--- src/rtl/ob_deskew_pkg.sv ---
// Shared types and default sizes for the systolic output deskew stage.
package ob_deskew_pkg;

  localparam int unsigned WIDTH_DEF  = 8;
  localparam int unsigned COL_DEF    = 4;
  localparam int unsigned DEPTH_DEF  = 8;
  localparam int unsigned ADDR_W_DEF = 8;
  localparam int unsigned CNT_W_DEF  = 8;

  typedef enum logic [1:0] {
    IDLE    = 2'd0,
    COLLECT = 2'd1,
    DRAIN   = 2'd2,
    DONE    = 2'd3
  } state_e;

  // One aligned result row, lane j in element j.
  typedef logic [COL_DEF-1:0][WIDTH_DEF-1:0] row_t;

endpackage

--- src/rtl/sync_row_fifo.sv ---
// Single-clock row FIFO with combinational head data.
module sync_row_fifo #(
  parameter int unsigned WIDTH = 32,
  parameter int unsigned DEPTH = 8
) (
  input  logic                         clk_i,
  input  logic                         rstn_i,
  input  logic                         push_i,
  input  logic [WIDTH-1:0]             push_data_i,
  input  logic                         pop_i,
  output logic [WIDTH-1:0]             head_o,
  output logic                         full_o,
  output logic                         empty_o,
  output logic [$clog2(DEPTH):0]       count_o
);

  localparam int unsigned PTR_W = $clog2(DEPTH);
  localparam int unsigned CW    = PTR_W + 1;

  logic [WIDTH-1:0] mem [DEPTH];
  logic [PTR_W-1:0] wr_ptr_q;
  logic [PTR_W-1:0] rd_ptr_q;
  logic [CW-1:0]    count_q;

  // Storage array; contents need no reset since reads are qualified by count.
  always_ff @(posedge clk_i) begin
    if (push_i) mem[wr_ptr_q] <= push_data_i;
  end

  // Pointers and occupancy; pointers wrap naturally since DEPTH is a power of 2.
  always_ff @(posedge clk_i or negedge rstn_i) begin
    if (!rstn_i) begin
      wr_ptr_q <= '0;
      rd_ptr_q <= '0;
      count_q  <= '0;
    end else begin
      if (push_i) wr_ptr_q <= wr_ptr_q + PTR_W'(1);
      if (pop_i)  rd_ptr_q <= rd_ptr_q + PTR_W'(1);
      case ({push_i, pop_i})
        2'b10:   count_q <= count_q + CW'(1);
        2'b01:   count_q <= count_q - CW'(1);
        default: count_q <= count_q;
      endcase
    end
  end

  assign head_o  = mem[rd_ptr_q];
  assign full_o  = (count_q == CW'(DEPTH));
  assign empty_o = (count_q == '0);
  assign count_o = count_q;

endmodule

--- src/rtl/systolic_output_deskew.sv ---
// Re-aligns skewed south-edge result lanes into rows and streams them to the output buffer.
module systolic_output_deskew
  import ob_deskew_pkg::*;
#(
  parameter int unsigned WIDTH  = WIDTH_DEF,
  parameter int unsigned COL    = COL_DEF,
  parameter int unsigned DEPTH  = DEPTH_DEF,
  parameter int unsigned ADDR_W = ADDR_W_DEF,
  parameter int unsigned CNT_W  = CNT_W_DEF
) (
  input  logic                   clk_i,
  input  logic                   rstn_i,
  input  logic                   start_i,
  input  logic [CNT_W-1:0]       n_rows_i,
  input  logic [ADDR_W-1:0]      base_addr_i,
  input  logic                   result_valid_i,
  input  logic [COL*WIDTH-1:0]   pe_result_i,
  output logic                   ob_wr_en_o,
  input  logic                   ob_ready_i,
  output logic [ADDR_W-1:0]      ob_wr_addr_o,
  output logic [COL*WIDTH-1:0]   ob_wr_data_o,
  output logic                   busy_o,
  output logic                   done_o,
  output logic                   overflow_o
);

  localparam int unsigned RW     = COL * WIDTH;
  localparam int unsigned FCNT_W = $clog2(DEPTH) + 1;

  state_e              state_q, state_d;
  logic [CNT_W-1:0]    n_rows_q, rows_acc_q, written_q, dropped_q;
  logic [ADDR_W-1:0]   addr_q;
  logic                overflow_q;
  logic [COL-2:0]      vld_pipe_q;
  logic [RW-1:0]       aligned_row;
  logic                vld_in, aligned_vld;
  logic                fifo_full, fifo_empty, push, pop, drop, start_ok;
  logic [FCNT_W-1:0]   fifo_count;
  logic [RW-1:0]       fifo_head;
  logic                is_busy;
  logic                all_rows_settled;

  // Only pulses accepted while collecting enter the valid pipe.
  assign vld_in   = result_valid_i && (state_q == COLLECT);
  assign start_ok = start_i && ((state_q == IDLE) || (state_q == DONE));
  assign is_busy  = (state_q == COLLECT) || (state_q == DRAIN);

  // Per-lane delay chains: lane j waits COL-1-j cycles for the last lane to arrive.
  for (genvar j = 0; j < COL - 1; j++) begin : g_lane
    localparam int unsigned D = COL - 1 - j;
    logic [WIDTH-1:0] chain_q [D];

    always_ff @(posedge clk_i or negedge rstn_i) begin
      if (!rstn_i) begin
        for (int k = 0; k < D; k++) chain_q[k] <= '0;
      end else begin
        chain_q[0] <= pe_result_i[j*WIDTH +: WIDTH];
        for (int k = 1; k < D; k++) chain_q[k] <= chain_q[k-1];
      end
    end

    assign aligned_row[j*WIDTH +: WIDTH] = chain_q[D-1];
  end
  assign aligned_row[(COL-1)*WIDTH +: WIDTH] = pe_result_i[(COL-1)*WIDTH +: WIDTH];

  // Row-valid delay matching the lane-0 chain.
  always_ff @(posedge clk_i or negedge rstn_i) begin
    if (!rstn_i) begin
      vld_pipe_q <= '0;
    end else begin
      vld_pipe_q[0] <= vld_in;
      for (int k = 1; k < COL - 1; k++) vld_pipe_q[k] <= vld_pipe_q[k-1];
    end
  end
  assign aligned_vld = vld_pipe_q[COL-2];

  // A full FIFO still accepts a row when the head leaves in the same cycle.
  assign pop  = ob_wr_en_o && ob_ready_i;
  assign push = aligned_vld && (!fifo_full || pop);
  assign drop = aligned_vld && fifo_full && !pop;

  sync_row_fifo #(
    .WIDTH (RW),
    .DEPTH (DEPTH)
  ) u_fifo (
    .clk_i       (clk_i),
    .rstn_i      (rstn_i),
    .push_i      (push),
    .push_data_i (aligned_row),
    .pop_i       (pop),
    .head_o      (fifo_head),
    .full_o      (fifo_full),
    .empty_o     (fifo_empty),
    .count_o     (fifo_count)
  );

  assign all_rows_settled =
    ((CNT_W+1)'(written_q) + (CNT_W+1)'(dropped_q)) == (CNT_W+1)'(n_rows_q);

  // Job state register.
  always_ff @(posedge clk_i or negedge rstn_i) begin
    if (!rstn_i) state_q <= IDLE;
    else         state_q <= state_d;
  end

  // Next-state logic.
  always_comb begin
    state_d = state_q;
    case (state_q)
      IDLE, DONE: if (start_i) state_d = COLLECT;
      COLLECT:    if (result_valid_i && (CNT_W'(rows_acc_q + CNT_W'(1)) == n_rows_q))
                    state_d = DRAIN;
      DRAIN:      if ((vld_pipe_q == '0) && (fifo_count == '0) && all_rows_settled)
                    state_d = DONE;
      default:    state_d = IDLE;
    endcase
  end

  // Job configuration, progress counters, write address and sticky overflow.
  always_ff @(posedge clk_i or negedge rstn_i) begin
    if (!rstn_i) begin
      n_rows_q   <= '0;
      rows_acc_q <= '0;
      written_q  <= '0;
      dropped_q  <= '0;
      addr_q     <= '0;
      overflow_q <= 1'b0;
    end else if (start_ok) begin
      n_rows_q   <= (n_rows_i == '0) ? CNT_W'(1) : n_rows_i;
      rows_acc_q <= '0;
      written_q  <= '0;
      dropped_q  <= '0;
      addr_q     <= base_addr_i;
      overflow_q <= 1'b0;
    end else begin
      if (vld_in) rows_acc_q <= rows_acc_q + CNT_W'(1);
      if (pop) begin
        written_q <= written_q + CNT_W'(1);
        addr_q    <= addr_q + ADDR_W'(1);
      end
      if (drop) begin
        dropped_q  <= dropped_q + CNT_W'(1);
        overflow_q <= 1'b1;
      end
    end
  end

  // Outputs decode registered state only; data is zeroed when no request is pending.
  assign ob_wr_en_o   = !fifo_empty && is_busy;
  assign ob_wr_addr_o = addr_q;
  assign ob_wr_data_o = ob_wr_en_o ? fifo_head : '0;
  assign busy_o       = is_busy;
  assign done_o       = (state_q == DONE);
  assign overflow_o   = overflow_q;

endmodule

--- config.mk ---
export PLATFORM = sky130hd
export DESIGN_NAME = systolic_output_deskew
export DESIGN_NICKNAME = d
export VERILOG_FILES = /design/src/rtl/ob_deskew_pkg.sv /design/src/rtl/sync_row_fifo.sv /design/src/rtl/systolic_output_deskew.sv
export SDC_FILE = /design/constraint.sdc
export NUM_CORES = 1
export LEC_CHECK = 0
export CORE_AREA = 5 5 214 133
export CTS_BUF_LIST = sky130_fd_sc_hd__clkbuf_4 sky130_fd_sc_hd__clkbuf_8
export CTS_CLUSTER_DIAMETER = 50
export CTS_CLUSTER_SIZE = 16
export DETAILED_ROUTE_END_ITERATION = 8
export DIE_AREA = 0 0 219 138
export GPL_TIMING_DRIVEN = 0
export PLACE_DENSITY = 0.77
export SYNTH_ARGS = -nofsm -noshare
export SYNTH_HDL_FRONTEND = slang
export SYNTH_SLANG_ARGS = --single-unit
export TNS_END_PERCENT = 50
--- constraint.sdc ---
create_clock -name clk_i -period 4.3 [get_ports clk_i]
set_input_delay 0.86 -clock clk_i [delete_from_list [all_inputs] [get_ports clk_i]]
set_output_delay 0.86 -clock clk_i [all_outputs]
set_load 0.05 [all_outputs]
# After elaboration in Yosys (flattened, before gate mapping)
# Memories as Yosys holds them, arrays and structs flattened.
# Index checks and enable logic that the tools add are counted.
# totals
reg_bits	104
ram_bits	256
input_bits	53
output_inout_bits	44
word_cells	83
memories	1
# memory_table
name	words	word_bits	read_ports	rd_clocked_by_memory_dff	write_ports	line_no	text
u_fifo.mem	8	32	1	0	1	sync_row_fifo.sv:20	logic [WIDTH-1:0] mem [DEPTH];
# op_classes
n_addsub	9
eq_ne	11
n_mux	19
n_reduce_logical	26
# op_table
op	n
2-to-1 mux 8 bit	9
adder 8 x 1 -> 8 bit, second input constant	4
2-to-1 mux 32 bit	1
logical AND 1 bit	10
adder 8 x 8 -> 9 bit	1
equality test 9 x 8 -> 1 bit	1
equality test 8 bit	1
logical NOT 8 bit	1
one-hot mux 4 bit (2 select lines)	1
nonzero test 2 bit	4
adder 3 x 1 -> 3 bit, second input constant	2
equality test 2 bit, second input constant	3
2-to-1 mux 2 bit	3
one-hot mux 2 bit (3 select lines)	1
adder 4 x 1 -> 4 bit, second input constant	1
equality test 2 x 1 -> 1 bit, second input constant	2
equality test 4 bit, second input constant	1
logical NOT 4 bit	1
2-to-1 mux 1 bit	4
inequality test 2 x 1 -> 1 bit, second input constant	2
subtractor 4 x 1 -> 4 bit, second input constant	1
logical NOT 1 bit	3
logical NOT 3 bit	1
logical OR 1 bit	3
4 further kinds	4

# Depth between registers and ports, before layout
# Gate-level depths: netlist of run 1.
# depth
depth_word	8
mapped_depth	15
mapped_depth_nobuf	13

# By module
# A second synthesis of run 1 with hierarchy kept.
# hier_totals
hier_cells	824
hier_area_um2	14471.4
# modules_own_cells
mod	instances	cells_each	area_each_um2	seq_area_each_um2
sync_row_fifo	1	424	10207.3	7937.6
systolic_output_deskew	1	400	4264.1	2352.3

# Worst setup path after synthesis of run 1
# OpenSTA, ideal clock, no wires.
# synth_path
kind	reg2reg
startpoint	reg state_q[0]
endpoint	mem u_fifo.mem[1][0], enable pin
arrival_ns	4.051
path_slack_ns	-0.212
stages_incl_launch_ff	8
n_path_buf	0
synth_period_minus_slack_ns	4.512
cell_sequence	dfrtp_1 -> inv_1 -> ha_1 -> inv_1 -> nand2_1 -> a31oi_1 -> nand2_1 -> nor3_1
# synth_between
elab_chain_cells	8
# synth_rtl
element	line_no	text
start: declaration	systolic_output_deskew.sv:30	state_e state_q, state_d;
start signal: assignment	systolic_output_deskew.sv:103	else state_q <= state_d;
equality test 2 x 1 -> 1 bit / equality test 2 bit (equally long branches)	systolic_output_deskew.sv:46	assign is_busy = (state_q == COLLECT) || (state_q == DRAIN);
logical OR 1 bit (*)	systolic_output_deskew.sv:46	
named net busy_o	systolic_output_deskew.sv:22	output logic busy_o,
logical AND 1 bit (*)	systolic_output_deskew.sv:149	assign ob_wr_en_o = !fifo_empty && is_busy;
logical AND 1 bit (*)	systolic_output_deskew.sv:78	assign pop = ob_wr_en_o && ob_ready_i;
logical OR 1 bit (*)	systolic_output_deskew.sv:79	assign push = aligned_vld && (!fifo_full || pop);
logical AND 1 bit (*)	systolic_output_deskew.sv:79	
2-to-1 mux 1 bit (*)	sync_row_fifo.sv:27	if (push_i) mem[wr_ptr_q] <= push_data_i;
2-to-1 mux 1 bit (not written as such) (*)	sync_row_fifo.sv:27	
end: declaration	sync_row_fifo.sv:20	
# The timed path passes the listed nets; every way through them passes the cells marked *.

# Worst setup path after layout of run 1
# layout_path
startpoint	reg state_q[0]
endpoint	out ob_wr_data_o[18]
# layout_between
elab_chain_cells	4
# layout_rtl
element	line_no	text
equality test 2 x 1 -> 1 bit / equality test 2 bit (equally long branches)	systolic_output_deskew.sv:46	
logical OR 1 bit (*)	systolic_output_deskew.sv:46	
logical AND 1 bit (*)	systolic_output_deskew.sv:149	
2-to-1 mux 32 bit (*)	systolic_output_deskew.sv:151	assign ob_wr_data_o = ob_wr_en_o ? fifo_head : '0;
end: declaration	systolic_output_deskew.sv:21	output logic [COL*WIDTH-1:0] ob_wr_data_o,
# Mark *: on every way between the ends. The rest lies on a longest branch, timed or not.

==> metrics.csv, run 1 <==
stage,metric,value,unit
drt,drc violations,0,
clocking,Num CTS Buffers,27,
status,status,completed,
power_and_ir_drop,Pwr Density,653,nW/um^2
floorplanning,io pins,97,
drt,routed len/inst,21.4,um
worst_setup_path,"Slowest-stage cell, CP",clkdlybuf4s50_1,
timing,min cycle time layout,4180,ps
logic_synthesis,Post-synth EDFFs,256,
global_routing,number of global-route vias before repair,7503,
drt,DRT antenna net count,0,
timing,Slew Limit Fails,0,
timing,unrepaired setup endpoints after global routing,false,
logic_synthesis,Mean Syn Cell Area,17.4,sq um
floorplanning,Starting Density,0.543,
logic_synthesis,sequential area share after synthesis,0.726,
logic_synthesis,Synth Area in Adders,0.0214,
timing,Final setup viols,0,
final_layout,Final Cell Area,16500,sq um
logic_synthesis,Unique masters post-synth,48,
logic_synthesis,compound-gate portion of the synthesized area,0.0279,
worst_setup_path,worst-path cell chain,inv_1 > ha_1 > or2_2 > clkbuf_1 > clkbuf_1 > nor2_1 > clkdlybuf4s50_1,
drt,Routed Wire Length,28500,um
timing,final period utilization,0.973,
worst_setup_path,critical path arrival,3320,ps
logic_synthesis,Post-Synth Simple-Gate Area,0.0552,
run,max cap viols,0,
timing,Worst Skew,20.5,ps
logic_synthesis,Synth Net Count,893,
worst_setup_path,reg2reg path depth,15,
power_and_ir_drop,Sw Share,0.389,
timing,final hold violations,0,
global_routing,antenna violations before repair,0,
logic_synthesis,xor/xnor cell area share of the yosys netlist,0.0290,
floorplanning,Core ar.,26100,sq um
worst_setup_path,Worst setup SP type,flip-flop,
clocking,Post-CTS Setup Bufs,0,
worst_setup_path,most frequent CP cell,clkbuf_1,
clocking,Post-CTS Hold Fix Bufs,0,
placement,routability cong.,0.860,
clocking,CTS root buffer,clkbuf_8,
global_routing,largest net degree at the start of global routing,65,
clocking,Worst-Skew Late Latency,580,ps
worst_setup_path,Crit Path Class,flip-flop to output pin,
logic_synthesis,Syn Inst Count,817,
clocking,"Reg clk slew, reported paths",100,ps
placement,Place WS,6.84,ps
power_and_ir_drop,Internal,6.59,mW
power_and_ir_drop,switching power,4.20,mW
drt,DR vias,7571,
placement,IO Port Bufs,96,
clocking,cts repair resizes,34,
worst_setup_path,Worst EP required,3440,ps
power_and_ir_drop,Sequential Power Share,0.404,
placement,dpl cell area,15900,sq um
logic_synthesis,mux share of post-synthesis cell area,0.127,
clocking,H-tree levels,1,
final_layout,Area Overhead vs Synth,16.4,%
worst_setup_path,"critical path fanouts, max",10,
global_routing,first-pass GRT wire length,44500,um
power_and_ir_drop,"IR drop worst, VDD",0.000432,V
drt,1st-pass router iterations,5,
timing,TNS Setup,0,ps
final_layout,Layout Nets,1031,
final_layout,Filler cells,1856,
drt,vias per cell,5.68,
logic_synthesis,YS warnings,0,
logic_synthesis,asr flop ratio synth,0.289,
worst_hold_path,HP Class,input port to async pin,
timing,slew margin rel.,0.411,
logic_synthesis,Mapped Area,14200,sq um
logic_synthesis,main combinational cell family by area after synthesis,multiplexers,
final_layout,number of diodes,0,
timing,Slew @ Worst Pin,883,ps
worst_setup_path,RR Startpoint,state_q[0],
drt,detailed router's first-iteration violation count,689,
power_and_ir_drop,clock power share,0.170,
clocking,clock tree buffer depth,3,
worst_setup_path,"reg-to-reg slack, setup",300,ps
timing,FMAX,0.239,GHz
final_layout,layout cells sized above 1,0.156,
timing,setup ws final,116,ps
power_and_ir_drop,Comb pwr share,0.426,
logic_synthesis,Most used DFF post-synth,edfxtp_1,
floorplanning,row cnt,46,
floorplanning,die outline area,30200,sq um
global_routing,total track usage,0.189,
power_and_ir_drop,Leak,6.20,nW
placement,DP HPWL,19400,um
logic_synthesis,"flops & latches, synth",360,
worst_setup_path,R2R Path End,u_fifo.count_o[3],
worst_setup_path,Crit. End Element,output pin,
global_routing,total grt overflow,0,
final_layout,"Core Util, Final",0.632,
floorplanning,Die H,138,um
floorplanning,Die Wd,219,um
clocking,CTS tree,yes,
clocking,clock sinks,360,
worst_setup_path,Max stage delay on crit path,810,ps
## critical path: cells and delay by family (launching register included)
kind,cells,cell delay [ps]
adder cells (fa/ha/maj),1,380
flip-flops,1,410
buffers and inverters,4,1460
AND/OR/NAND/NOR,2,490
## how the worst max path moves through the flow
stage                                   from                 to  slack [ps]
after global routing              state_q[0]   ob_wr_data_o[18]           9
after detailed placement  u_fifo.rd_ptr_q[0]   ob_wr_data_o[15]           7
after floorplan                   state_q[0]   u_fifo.mem[0][0]        -210
final                             state_q[0]   ob_wr_data_o[18]         120
after global placement            ob_ready_i  u_fifo.mem[0][25]       -2490
after CTS                         state_q[0]   ob_wr_data_o[11]         -40
## power groups by stage
stage	Combinational, mW	Sequential, mW	Clock, mW
after CTS	4.66	4.36	1.88
after floorplan	3.08	4.48	0
after global routing	4.90	4.40	2.03
final	4.59	4.36	1.84
after global placement	4.54	4.43	0
after detailed placement	4.69	4.43	0
## final cells by class
class	count	area, sq um	area share
Sequential cell	360	10300	0.623
Buffer	30	146	0.00887
Clock buffer	43	492	0.0298
Tap cell	360	450	0.0273
Timing Repair Buffer	109	1240	0.0750
Clock inverter	5	55.1	0.00334
Multi-Input combinational cell	406	3760	0.228
Inverter	21	78.8	0.00478
## logic make-up (layout without fill, tap and decap cells)
group / count (synthesis) / in the layout
xor+xnor: 47 / 47
flops: 360 / 360
compound gates: 63 / 63
fa+ha+maj: 23 / 23
simple gates: 173 / 173
mux: 100 / 100
buf+inv: 51 / 208
## metrics by stage
| stage | power [mW] | std cells | hold WS [ps] |
|---|---|---|---|
| 6_report | 10.8 | 1334 | 271 |
| 5_1_grt | 11.3 | 1334 | 286 |
| 4_1_cts | 10.9 | 1334 | 260 |
| 3_5_place_dp | 9.12 | 1286 | 335 |
| 3_3_place_gp | 8.97 | 1273 | 332 |
| 2_1_floorplan | 7.57 | 817 | 331 |
## registers in the layout, indices dropped and copies added, names as in the netlist
name             flops
u_fifo.mem         256
g_lane.chain_q      32
aligned_row         16
dropped_q            8
n_rows_q             8
ob_wr_addr_o         8
rows_acc_q           8
written_q            8
u_fifo.count_o       4
u_fifo.rd_ptr_q      3
u_fifo.wr_ptr_q      3
vld_pipe_q           3
state_q              2
overflow_o           1
## cells in the mapped netlist, types with 2 or more instances
master    count  area [sq um]
edfxtp_1    256          7690
dfrtp_1     104          2600
nor2_1       68           255
mux4_2       64          1440
nand2_1      55           206
mux2i_1      35           350
xnor2_1      25           219
clkbuf_1     22          82.6
xor2_1       22           193
ha_1         21           263
a21oi_1      20           100
inv_1        20          75.1
o21ai_0      16          80.1
nand3_1       9          45.0
buf_1         8          30.0
nand4_1       8          50.1
nor3_1        6          30.0
or3_1         6          37.5
nor2b_1       4          25.0
a31oi_1       3          18.8
and3_1        3          18.8
nand2b_1      3          18.8
o21ai_1       3          15.0
or4_1         3          22.5
a211o_1       2          17.5
a211oi_1      2          15.0
a21o_1        2          15.0
fa_1          2          40.0
nor4_1        2          12.5
o21a_1        2          15.0
o22ai_1       2          12.5
o311ai_0      2          17.5
o32ai_1       2          17.5
## layout by cell type, fill, tap and decap left out, drive strengths merged, types with 2 or more instances in the layout
| cell type | netlist | layout |
|---|---|---|
| a211o | 2 | 2 |
| a211oi | 2 | 2 |
| a21o | 2 | 2 |
| a21oi | 20 | 20 |
| a31oi | 3 | 3 |
| and3 | 4 | 4 |
| buf | 8 | 18 |
| clkbuf | 22 | 67 |
| clkdlybuf4s15 | 0 | 2 |
| clkdlybuf4s50 | 0 | 66 |
| clkinv | 0 | 3 |
| dfrtp | 104 | 104 |
| dlygate4sd2 | 0 | 10 |
| dlymetal6s2s | 0 | 19 |
| edfxtp | 256 | 256 |
| fa | 2 | 2 |
| ha | 21 | 21 |
| inv | 21 | 22 |
| mux2i | 35 | 35 |
| mux4 | 64 | 64 |
| nand2 | 55 | 55 |
| nand2b | 3 | 3 |
| nand3 | 9 | 9 |
| nand4 | 8 | 8 |
| nor2 | 68 | 68 |
| nor2b | 4 | 4 |
| nor3 | 6 | 6 |
| nor4 | 3 | 3 |
| o21a | 2 | 2 |
| o21ai | 19 | 19 |
| o22ai | 2 | 2 |
| o311ai | 2 | 2 |
| o32ai | 2 | 2 |
| or3 | 6 | 6 |
| or4 | 4 | 4 |
| xnor2 | 25 | 25 |
| xor2 | 22 | 22 |
## layer usage
layer	track usage	vias to the layer above	share of wire
li1	-	3378	-
met1	0.309	3887	0.47
met2	0.275	270	0.45
met3	0.0358	36	0.073
met4	0.0271	0	0.013
met5	0	-	0
Note: power is estimated with default switching activity, not from simulation.
==> inputs of run 2 (changes only) <==
--- a/config.mk
+++ b/config.mk
@@ -5,6 +5,7 @@
 export SDC_FILE = /design/constraint.sdc
 export NUM_CORES = 1
 export LEC_CHECK = 0
+export ABC_CLOCK_PERIOD_IN_PS = 4300
 export CORE_AREA = 5 5 214 133
 export CTS_BUF_LIST = sky130_fd_sc_hd__clkbuf_4 sky130_fd_sc_hd__clkbuf_8
 export CTS_CLUSTER_DIAMETER = 50
@@ -13,6 +14,7 @@
 export DIE_AREA = 0 0 219 138
 export GPL_TIMING_DRIVEN = 0
 export PLACE_DENSITY = 0.77
+export REMOVE_ABC_BUFFERS = 1
 export SYNTH_ARGS = -nofsm -noshare
 export SYNTH_HDL_FRONTEND = slang
 export SYNTH_SLANG_ARGS = --single-unit
==> metrics.csv, run 2 (synthesis results as in run 1) <==
stage,metric,value,unit,change
clocking,CTS root buffer,clkbuf_8,,
drt,vias per cell,5.64,,-0.69%
clocking,Worst-Skew Late Latency,580,ps,about the same
final_layout,number of diodes,0,,unchanged
global_routing,met2 Track Usage GR,0.272,,-0.00294
final_layout,layout cells sized above 1,0.158,,+0.00217
power_and_ir_drop,"IR drop worst, VDD",0.000454,V,+5.2%
drt,1st-pass router iterations,5,,unchanged
timing,Final setup viols,0,,unchanged
status,status,completed,,
drt,Routed Wire Length,27600,um,-3.1%
global_routing,first-pass GRT wire length,43300,um,-2.7%
final_layout,"leading cell types in the layout, fill and taps excluded","edfxtp_1 (256), dfrtp_1 (101), clkdlybuf4s50_1 (93), mux4_2 (64), nor2_1 (61)",,
clocking,H-tree levels,1,,unchanged
power_and_ir_drop,Internal,6.68,mW,+1.4%
worst_setup_path,"critical path fanouts, max",33,,+23
power_and_ir_drop,Pwr Density,659,nW/um^2,+0.80%
final_layout,max reg flops,256,,unchanged
power_and_ir_drop,Sequential Power Share,0.422,,+0.018
timing,unrepaired setup endpoints after global routing,false,,
drt,routed len/inst,21.1,um,-1.2%
placement,routability cong.,0.834,,-3.0%
floorplanning,row cnt,46,,unchanged
power_and_ir_drop,Leak,5.88,nW,-5.2%
worst_setup_path,CP bufs+invs,2,,-2
timing,TNS Setup,0,ps,unchanged
placement,dpl cell area,15800,sq um,-0.49%
timing,setup ws final,165,ps,+49.5 ps
power_and_ir_drop,switching power,4.13,mW,-1.6%
drt,detailed router's first-iteration violation count,660,,-4.2%
global_routing,antenna violations before repair,0,,unchanged
final_layout,"most common cell after layout, fill and taps aside",edfxtp_1,,
power_and_ir_drop,Comb pwr share,0.404,,-0.022
worst_setup_path,Worst setup SP type,flip-flop,,
final_layout,Area Overhead vs Synth,15.8,%,
worst_hold_path,HP Class,input port to async pin,,
placement,IO Port Bufs,96,,unchanged
clocking,Post-CTS Hold Fix Bufs,0,,unchanged
global_routing,number of global-route vias before repair,7469,,-0.45%
worst_setup_path,CP top delay family,simple AND/OR/NAND/NOR gates,,
floorplanning,io pins,97,,unchanged
placement,placed cell count,1258,,-2.2%
drt,DRT antenna net count,0,,unchanged
clocking,clock sinks,360,,unchanged
final_layout,Layout Nets,1004,,-2.6%
global_routing,total grt overflow,0,,unchanged
timing,slew margin rel.,0.345,,-0.0662
timing,final period utilization,0.962,,-0.0115
final_layout,final std cells w/o fill,1308,,-1.9%
drt,drc violations,0,,unchanged
placement,Place WS,261,ps,+254 ps
worst_setup_path,Worst EP required,3440,ps,about the same
timing,Worst Skew,17.9,ps,-2.66 ps
worst_setup_path,Max stage delay on crit path,860,ps,+50 ps
power_and_ir_drop,clock power share,0.174,,+0.004
floorplanning,Die H,138,um,unchanged
floorplanning,die outline area,30200,sq um,unchanged
global_routing,gr busiest metal,met1,,
final_layout,Largest Register,u_fifo.mem,,
global_routing,total track usage,0.183,,-0.00638
worst_setup_path,worst-path cell chain,inv_1 > ha_1 > or2_2 > nor2_1 > clkdlybuf4s50_1,,
power_and_ir_drop,total power,10.8,mW,+0.22%
worst_setup_path,Crit. End Element,output pin,,
floorplanning,Core ar.,26100,sq um,unchanged
worst_setup_path,critical path arrival,3270,ps,-50 ps
floorplanning,Starting Density,0.543,,unchanged
placement,DP HPWL,17200,um,-11%
worst_setup_path,Crit Path Class,flip-flop to output pin,,
global_routing,largest net degree at the start of global routing,72,,+11%
timing,Slew @ Worst Pin,982,ps,+99.3 ps
clocking,CTS tree,yes,,
floorplanning,Die Wd,219,um,unchanged
global_routing,met1 Use GR,0.293,,-0.0155
worst_setup_path,"Slowest-stage cell, CP",clkdlybuf4s50_1,,
global_routing,GR met3 Demand/Resource,0.0329,,-0.00284
timing,min cycle time layout,4130,ps,-49.5 ps
clocking,Num CTS Buffers,27,,unchanged
run,max cap viols,0,,unchanged
final_layout,Final Cell Area,16400,sq um,-0.57%
drt,DR vias,7372,,-2.6%
timing,FMAX,0.242,GHz,+1.2%
clocking,clock tree buffer depth,3,,unchanged
final_layout,"Core Util, Final",0.628,,-0.00359
clocking,"Reg clk slew, reported paths",100,ps,about the same
power_and_ir_drop,Sw Share,0.382,,-0.00721
timing,Slew Limit Fails,0,,unchanged
timing,hold slack,174,ps,-97.0 ps
timing,final hold violations,0,,unchanged
==> run 2: path summary, 6_finish.rpt <==
kind                                       start                     to  slack, ps  cells after the start
max                                   state_q[0]       ob_wr_data_o[14]        170                      5
min                                       rstn_i  g_lane[0].chain_q[23]        170                      1
max reg2reg                    u_fifo.count_o[0]      u_fifo.count_o[3]        560                     12
min reg2reg                g_lane[0].chain_q[10]         aligned_row[2]        350                      0
max in group asynchronous                 rstn_i     u_fifo.rd_ptr_q[0]       3460                      2
min in group clk_i         g_lane[0].chain_q[10]         aligned_row[2]        350                      0
==> run 2: cell type report <==
| type | count | area (sq um) |
|---|---|---|
| Clock buffer | 46 | 514 |
| Fill cell | 1874 | 9720 |
| Sequential cell | 360 | 10300 |
| Multi-Input combinational cell | 406 | 3760 |
| Tap cell | 360 | 450 |
| Timing Repair Buffer | 112 | 1260 |
| Inverter | 21 | 78.8 |
| Clock inverter | 3 | 52.6 |
==> run 2: what timing repair did <==
action	4_1_cts	5_1_grt
gates resized for setup	0	2
setup buffers	0	1
endpoints found under the setup margin	0	22
==> run 2: metal layers <==
metal | share of wire | up-vias
met5 | 0 | -
met4 | 0.013 | 0
met1 | 0.47 | 3774
li1 | - | 3321
met3 | 0.064 | 29
met2 | 0.46 | 248
==> run 2: power by group through the flow <==
stage          registers [mW]  logic, mW  clock network, mW
2_1_floorplan            4.75       2.82                  0
3_3_place_gp             4.83       4.13                  0
3_5_place_dp             4.67       4.36                  0
4_1_cts                  4.59       4.38               1.92
5_1_grt                  4.62       4.68               2.07
6_report                 4.56       4.37               1.88
